File: src/rtl/s_spi_slave_param.sv
// -----------------------------------------------------------------------------
// s_spi_slave_param
// Parametrised SPI slave core. The word width, clock polarity/phase and bit order
// are set by parameters. A one-deep transmit buffer with a valid/ready handshake
// feeds the tx shift register. The core supports back-to-back words within a
// single SS assertion. It reports an underrun when a word is loaded with no data
// buffered, and a frame error when SS rises in the middle of a word.
//
// Ports
//   clk        system clock; all logic runs in this domain
//   reset      asynchronous, active-low reset
//   SCLK       SPI clock from the master (asynchronous, synchronized here)
//   MOSI       master-out data (asynchronous, synchronized here)
//   SS         slave select, active-low (asynchronous, synchronized here)
//   MISO       slave-out data
//   tx_data    next word to transmit
//   tx_valid   tx_data is valid
//   tx_ready   transmit buffer is empty; a write occurs on tx_valid && tx_ready
//   rx_data    last completed received word
//   rx_valid   one-cycle pulse when rx_data updates
//   busy       frame in progress
//   underrun   one-cycle pulse when IDLE_WORD is loaded into the tx register
//   frame_err  one-cycle pulse when SS rises with a partial word
// -----------------------------------------------------------------------------
module s_spi_slave_param #(
    parameter int unsigned WIDTH     = 64,
    parameter bit          CPOL      = 1'b0,
    parameter bit          CPHA      = 1'b0,
    parameter bit          MSB_FIRST = 1'b1,
    parameter logic [63:0] IDLE_WORD = 64'h3333333366666666
) (
    input  logic             clk,
    input  logic             reset,
    input  logic             SCLK,
    input  logic             MOSI,
    input  logic             SS,
    output logic             MISO,
    input  logic [WIDTH-1:0] tx_data,
    input  logic             tx_valid,
    output logic             tx_ready,
    output logic [WIDTH-1:0] rx_data,
    output logic             rx_valid,
    output logic             busy,
    output logic             underrun,
    output logic             frame_err
);

    localparam int unsigned CNT_W  = $clog2(WIDTH + 1);
    localparam int unsigned TX_BIT = MSB_FIRST ? (WIDTH - 1) : 0;
    localparam logic [WIDTH-1:0] IDLE_W = IDLE_WORD[WIDTH-1:0];

    typedef enum logic {
        ST_IDLE  = 1'b0,
        ST_SHIFT = 1'b1
    } state_e;

    // Two synchronizer stages plus one history stage per pin; bit 0 is the first flop.
    logic [2:0] sclk_q;
    logic [2:0] mosi_q;
    logic [2:0] ss_q;

    state_e             state_q,     state_d;
    logic [CNT_W-1:0]   bit_cnt_q,   bit_cnt_d;
    logic               sampled_q,   sampled_d;
    logic [WIDTH-1:0]   tx_sr_q,     tx_sr_d;
    logic [WIDTH-1:0]   rx_sr_q,     rx_sr_d;
    logic [WIDTH-1:0]   buf_q,       buf_d;
    logic               tx_ready_q,  tx_ready_d;
    logic [WIDTH-1:0]   rx_data_q,   rx_data_d;
    logic               rx_valid_q,  rx_valid_d;
    logic               busy_q,      busy_d;
    logic               underrun_q,  underrun_d;
    logic               frame_err_q, frame_err_d;
    logic               miso_q,      miso_d;

    logic               sclk_rise_c;
    logic               sclk_fall_c;
    logic               sample_edge_c;
    logic               shift_edge_c;
    logic               ss_fall_c;
    logic               ss_rise_c;
    logic               mosi_s_c;

    // Pin synchronizers. SS resets low, so if SS is already low when reset releases,
    // the core sees no fall until SS has gone high and then low again.
    always_ff @(posedge clk or negedge reset) begin
        if (!reset) begin
            sclk_q <= {3{CPOL}};
            mosi_q <= '0;
            ss_q   <= '0;
        end else begin
            sclk_q <= {sclk_q[1:0], SCLK};
            mosi_q <= {mosi_q[1:0], MOSI};
            ss_q   <= {ss_q[1:0], SS};
        end
    end

    // Edge decode from the synchronized SCLK and SS.
    always_comb begin
        sclk_rise_c   = sclk_q[1] & ~sclk_q[2];
        sclk_fall_c   = ~sclk_q[1] & sclk_q[2];
        sample_edge_c = (CPOL ^ CPHA) ? sclk_fall_c : sclk_rise_c;
        shift_edge_c  = (CPOL ^ CPHA) ? sclk_rise_c : sclk_fall_c;
        ss_fall_c     = ~ss_q[1] & ss_q[2];
        ss_rise_c     = ss_q[1] & ~ss_q[2];
        mosi_s_c      = mosi_q[1];
    end

    // Next-state logic for the frame FSM, the shift registers and the tx buffer.
    always_comb begin
        logic             load;
        logic [CNT_W-1:0] cnt_next;
        logic [WIDTH-1:0] rx_next;

        state_d     = state_q;
        bit_cnt_d   = bit_cnt_q;
        sampled_d   = sampled_q;
        tx_sr_d     = tx_sr_q;
        rx_sr_d     = rx_sr_q;
        buf_d       = buf_q;
        tx_ready_d  = tx_ready_q;
        rx_data_d   = rx_data_q;
        rx_valid_d  = 1'b0;
        underrun_d  = 1'b0;
        frame_err_d = 1'b0;
        load        = 1'b0;
        cnt_next    = bit_cnt_q;
        rx_next     = rx_sr_q;

        case (state_q)
            ST_IDLE: begin
                bit_cnt_d = '0;
                sampled_d = 1'b0;
                if (ss_fall_c) begin
                    state_d = ST_SHIFT;
                    load    = 1'b1;
                end
            end
            ST_SHIFT: begin
                if (sample_edge_c) begin
                    rx_next = MSB_FIRST ? {rx_sr_q[WIDTH-2:0], mosi_s_c}
                                        : {mosi_s_c, rx_sr_q[WIDTH-1:1]};
                    rx_sr_d = rx_next;
                    if (bit_cnt_q == CNT_W'(WIDTH - 1)) begin
                        rx_data_d  = rx_next;
                        rx_valid_d = 1'b1;
                        cnt_next   = '0;
                        sampled_d  = 1'b0;
                        // When SS rises on this same edge, the frame is ending, so the buffer is not consumed.
                        load       = ~ss_rise_c;
                    end else begin
                        cnt_next  = bit_cnt_q + CNT_W'(1);
                        sampled_d = 1'b1;
                    end
                end else if (shift_edge_c && sampled_q) begin
                    // Gating on the sampled flag makes the core hold the first bit (CPHA=1)
                    // and hold the freshly reloaded bit after a word completes (CPHA=0).
                    tx_sr_d = MSB_FIRST ? (tx_sr_q << 1) : (tx_sr_q >> 1);
                end
                bit_cnt_d = cnt_next;
                // The sample on this edge has been taken above, so the SS rise is evaluated against the updated count.
                if (ss_rise_c) begin
                    state_d     = ST_IDLE;
                    frame_err_d = (cnt_next != '0);
                    bit_cnt_d   = '0;
                    sampled_d   = 1'b0;
                end
            end
            default: state_d = ST_IDLE;
        endcase

        // A load sees the buffer as registered, so a write in the same cycle is held for the next load.
        if (load) begin
            if (!tx_ready_q) begin
                tx_sr_d    = buf_q;
                tx_ready_d = 1'b1;
            end else begin
                tx_sr_d    = IDLE_W;
                underrun_d = 1'b1;
            end
        end

        if (tx_valid && tx_ready_q) begin
            buf_d      = tx_data;
            tx_ready_d = 1'b0;
        end

        busy_d = (state_d == ST_SHIFT);
        miso_d = (state_d == ST_SHIFT) ? tx_sr_d[TX_BIT] : 1'b0;
    end

    // State and output registers.
    always_ff @(posedge clk or negedge reset) begin
        if (!reset) begin
            state_q     <= ST_IDLE;
            bit_cnt_q   <= '0;
            sampled_q   <= 1'b0;
            tx_sr_q     <= '0;
            rx_sr_q     <= '0;
            buf_q       <= '0;
            tx_ready_q  <= 1'b1;
            rx_data_q   <= '0;
            rx_valid_q  <= 1'b0;
            busy_q      <= 1'b0;
            underrun_q  <= 1'b0;
            frame_err_q <= 1'b0;
            miso_q      <= 1'b0;
        end else begin
            state_q     <= state_d;
            bit_cnt_q   <= bit_cnt_d;
            sampled_q   <= sampled_d;
            tx_sr_q     <= tx_sr_d;
            rx_sr_q     <= rx_sr_d;
            buf_q       <= buf_d;
            tx_ready_q  <= tx_ready_d;
            rx_data_q   <= rx_data_d;
            rx_valid_q  <= rx_valid_d;
            busy_q      <= busy_d;
            underrun_q  <= underrun_d;
            frame_err_q <= frame_err_d;
            miso_q      <= miso_d;
        end
    end

    assign MISO      = miso_q;
    assign tx_ready  = tx_ready_q;
    assign rx_data   = rx_data_q;
    assign rx_valid  = rx_valid_q;
    assign busy      = busy_q;
    assign underrun  = underrun_q;
    assign frame_err = frame_err_q;

endmodule

File: config.mk
export PLATFORM = sky130hd
export DESIGN_NAME = s_spi_slave_param
export DESIGN_NICKNAME = d
export VERILOG_FILES = /design/src/rtl/s_spi_slave_param.sv
export SDC_FILE = /design/constraint.sdc
export NUM_CORES = 1
export LEC_CHECK = 0
export BUFFER_PORTS_ARGS = -buffer_cell sky130_fd_sc_hd__buf_4
export CAP_MARGIN = 20
export CORE_ASPECT_RATIO = 0.9
export CORE_MARGIN = 1.5
export CORE_UTILIZATION = 58
export CTS_CLUSTER_SIZE = 10
export DETAILED_ROUTE_END_ITERATION = 8
export PLACE_DENSITY = 0.8
export SKIP_LAST_GASP = 1
export SYNTH_ARGS = -nofsm -noshare
export SYNTH_HDL_FRONTEND = slang
export SYNTH_SLANG_ARGS = --single-unit
File: constraint.sdc
create_clock -name clk -period 2.47 [get_ports clk]
set_input_delay 0 -clock clk [delete_from_list [all_inputs] [get_ports clk]]
set_output_delay 0 -clock clk [all_outputs]
set_load 0.02 [all_outputs]
== Word-level counts from Yosys, hierarchy flattened ==
Index checks and enable logic that the tools add are counted.

* Register bits: 277

* Bitwise gates (word level): 10
* Equal/unequal tests: 3
* Mux-type cells: 30
* Reductions and logical operators: 9
* Add/subtract/negate cells: 1

{| class="wikitable"
|+ Operators by type and width
! kind !! count
|-
| $mux 64 || 5
|-
| $mux 7 || 4
|-
| $mux 1 || 17
|-
| $pmux 7 s2 || 1
|-
| $add 7x1->7 const B || 1
|-
| $eq 7x6->1 const B || 1
|-
| $reduce_bool 7->1 || 1
|-
| $not 1->1 || 6
|-
| $pmux 1 s2 || 3
|-
| $reduce_and 3->1 || 2
|-
| $reduce_bool 2->1 || 3
|-
| $and 1x1->1 || 4
|-
| $ne 3x1->1 const B || 1
|-
| $logic_and 1x1->1 || 2
|-
| $ne 2x1->1 const B || 1
|-
| $reduce_and 2->1 || 1
|}

== Longest topological paths before layout ==
* Depth in word-level cells: 8
* Depth in mapped cells: 9
* Gate-level depth less buffers: 6

== Least setup slack after synthesis ==
OpenSTA, ideal clock, no wires.

* Kind: register to register
* Start point: reg bit_cnt_q[0]
* End point: reg rx_data_q[14] (netlist: rx_data[14])
* Path slack: 0.577 ns
* Library setup time: 0.125 ns
* Data required time: 2.345 ns
* Arrival: 1.768 ns
* Cell stages (with the launch flop): 7
* Period minus slack after synthesis: 1.893 ns
* Cell sequence: dfrtp_1 -> ha_1 -> nand3_1 -> nor4_2 -> buf_2 -> buf_4 -> mux2_2

* Cells in the longest elaborated chain, start to end: 2

{| class="wikitable"
|+ Ends and longest elaborated chain
! item !! line !! text
|-
| start, declared || 63 || <nowiki>logic [CNT_W-1:0] bit_cnt_q, bit_cnt_d;</nowiki>
|-
| start signal, assigned || 210 || <nowiki>bit_cnt_q <= bit_cnt_d;</nowiki>
|-
| $eq 7x6->1 || 144 || <nowiki>if (bit_cnt_q == CNT_W'(WIDTH - 1)) begin</nowiki>
|-
| $reduce_and 3->1 (no line) || - ||
|-
| end signal, assigned || 216 || <nowiki>rx_data_q <= rx_data_d;</nowiki>
|-
| end, declared || 69 || <nowiki>logic [WIDTH-1:0] rx_data_q, rx_data_d;</nowiki>
|}

No other way between the ends.
A chain may end at the register's enable or synchronous reset.

== Worst setup path after layout ==
* Start point: reg bit_cnt_q[0]
* End point: reg rx_data_q[26] (netlist: rx_data[26])

The elaborated chain is that of the path after synthesis.

==> metrics.txt <==
combinational fraction of design power=0.193; htree depth=1; clock group share of total power=0.308; CP endpoint kind=flop; synthesized net count=879; synth unique cells=35; syn avg cell area=13.9 µm²; Internal=9.34 mW; max-slew violation count=0; static leakage=6.84 nW; routed wire length=21,200 µm; Fin Setup TNS=0 ns; All-Layer GR Usage=0.215; overflow left after global routing=0; Mapped Cells=808; nets=1,081; sequential area share after synthesis=0.619; flops & latches, synth=277; DR iter-0 viols=268; initial core utilization=0.589; WP data required=2.89 ns; # DRC=0; GR Util met3=0.0382; Worst Skew=0.00858 ns; Routed Antenna Nets=0; die area=20,200 µm²; Die Y=135 µm; Reg2Reg Depth=5; worst r2r src=bit_cnt_q[0]; Max Freq=0.453 GHz; worst reg-to-reg setup slack=0.26 ns; slowest stage cell, crit path=dfrtp_1; drt pass-1 iters=5; pwr dens=901 nW/µm²; R2R Path End=rx_data[26]; synth warn=0; initial antenna violation count=1; Worst setup startpoint=bit_cnt_q[0]; met1 usage=0.304; total CTS buffers=31; largest net degree at the start of global routing=85; HP Class=input port to asynchronous set/reset pin; Seq pwr share=0.499; Vias/cell=5.37; post-CTS repair timing setup buffer count=0; layer with the highest usage=met2; Data arrival, critical path=2.63 ns; routed len/inst=16.7 µm; EDFF count, synth=0; Crit Path Class=flop to flop; vias post-DR=6,841; port buffer count=139; slew margin rel.=0.450; max cap viols=0; std cell rows=48; startpoint types=flop; Die Wd=150 µm; VDD IR max=0.544 mV; placer congestion estimate=0.804; vias in the first global route=6,828; Worst-Margin Slew=0.824 ns; met2 Use GR=0.344; layout cells sized above 1=0.403; status=finished, final reports clean; CP Cell Sequence=ha_1 > nand3_1 > nor4_4 > buf_12 > mux2_2; CTS tree=yes; Layout area overhead=25.3%; CP max stage delay=0.44 ns; Cell Area, Synth=11,200 µm²; sw frac=0.262; ys async rst share=1.00; unrepaired setup endpoints after global routing=false; Switch Pwr=3.31 mW; clock root cell=clkbuf_16; Final min period=2.21 ns; Final Hold Vio Count=0; Worst-path clk slew=0.05 ns; num ports=140; Core Box Area=19,000 µm²; final worst-path cycle share=0.893; DP Wirelength=12,400 µm; CTS Sinks=277; clk_lat worst skew=0.54 ns; placed cell areas=12,500 µm²; CP Max Fanout=65; Max clock buf depth=3; Finished Cell Area=14,000 µm²; first-pass GRT wire length=34,800 µm; endpoints failing setup=0; Primary FF master, synth=dfrtp_1
==> state kept, by name, summed over array words and instances (netlist names) <==
name and count:
rx_data 64, underrun 1, ss_q 3, rx_valid 1, sampled_q 1, mosi_q 2
busy 1, buf_q 64, tx_ready 1, MISO 1, sclk_q 3, tx_sr_q 64
rx_sr_q 63, bit_cnt_q 7, frame_err 1
==> what timing repair did <==
action	CTS	global route
gates resized for setup	0	2
setup endpoints to repair	0	2
hold buffers	68	0
hold endpoints to repair	344	0
==> layout make-up <==
class	count	area, µm²
tap	250	313
inverter	1	3.75
antenna	1	2.50
sequential	277	6930
clock inverter	1	8.76
fill	1247	4990
multi-input combinational	479	4030
timing repair buffer	220	1930
clock buffer	44	825
==> cell families (layout without fill, tap and decap cells) <==
logic type | Yosys count | count (layout) | share of synthesized area
AOI/OAI and AO/OA | 76 | 76 | 0.0359
xor gates and xnor gates | 5 | 5 | 0.00391
adders and majority gates | 1 | 1 | 0.00112
buffers and inverters | 52 | 266 | 0.0242
DFF | 277 | 277 | 0.619
muxes | 254 | 254 | 0.252
other | 0 | 1 | 0
and+or+nand+nor | 143 | 143 | 0.0644
==> worst max path at each step <==
| stage | cells after the start | to | slack [ns] |
|---|---|---|---|
| 2_1_floorplan | 6 | rx_data[14] | 0.58 |
| 3_3_place_gp | 7 | MISO | 0.40 |
| 3_5_place_dp | 7 | tx_sr_q[63] | 0.24 |
| 4_1_cts | 7 | tx_sr_q[63] | 0.25 |
| 5_1_grt | 7 | tx_sr_q[33] | 0.09 |
| 6_report | 5 | rx_data[26] | 0.26 |
==> cells in the mapped netlist (all sizes together) (2+ instances only) <==
cell	n	share of area
buf	27	0.016
a21oi	34	0.015
nor3b	2	0.0013
nor2	77	0.026
nand2b	4	0.0022
nand3	3	0.0013
clkbuf	24	0.0080
xnor2	2	0.0016
xor2	3	0.0023
dfrtp	276	0.62
mux2	223	0.22
a211oi	2	0.0013
nand3b	34	0.023
nor3	5	0.0022
nand2	11	0.0037
mux2i	31	0.028
o21ai	35	0.016
==> power groups by stage <==
| stage | Sequential (mW) | Clock, mW | Combinational (mW) |
|---|---|---|---|
| floorplan | 6.17 | 0 | 1.81 |
| global placement | 6.32 | 0 | 2.25 |
| detailed placement | 6.36 | 0 | 2.35 |
| CTS | 6.30 | 4.00 | 2.47 |
| global route | 6.45 | 4.21 | 2.72 |
| finish | 6.31 | 3.90 | 2.44 |
==> layer usage <==
metal / vias up / routed length (µm)
met5: - / 0
met3: 26 / 844
met1: 3440 / 9640
li1: 3240 / -
met2: 135 / 10400
met4: 0 / 317
==> per-stage QoR <==
stage | power (mW) | setup WS (ns) | std cells | util | hold WS, ns
after CTS | 12.8 | 0.247 | 1272 | 0.737 | 0.0264
after global placement | 8.57 | 0.400 | 1159 | 0.658 | 0.00658
final | 12.7 | 0.263 | 1273 | 0.738 | 0.0194
after detailed placement | 8.72 | 0.244 | 1159 | 0.658 | 0.00883
after global routing | 13.4 | 0.0916 | 1273 | 0.738 | 0.0557
after floorplan | 7.98 | 0.577 | 808 | - | -0.296
==> critical path, delay by kind of cell (launching register included) <==
kind	cells	cell delay, ns
adders and majority gates	1	0.24
DFF	1	0.44
buffers and inverters	1	0.35
and+or+nand+nor	2	0.61
muxes	1	0.39
==> cells in the final DEF (no fill, tap or decap), types with 2 or more instances in the layout <==
cell / instances
o21ai_0: 21
mux2_2: 223
nor3b_1: 2
clkbuf_1: 13
xor2_1: 3
buf_4: 142
xnor2_1: 2
dfrtp_1: 276
nand2_1: 10
nand2b_1: 4
nor2_1: 77
nand3b_1: 34
a21oi_1: 34
nand3_1: 3
nor3_1: 4
dlygate4sd3_1: 68
buf_12: 8
mux2i_1: 31
clkbuf_16: 31
a211oi_1: 2
o21ai_1: 14
No activity file was read; power rests on OpenSTA's default activity.
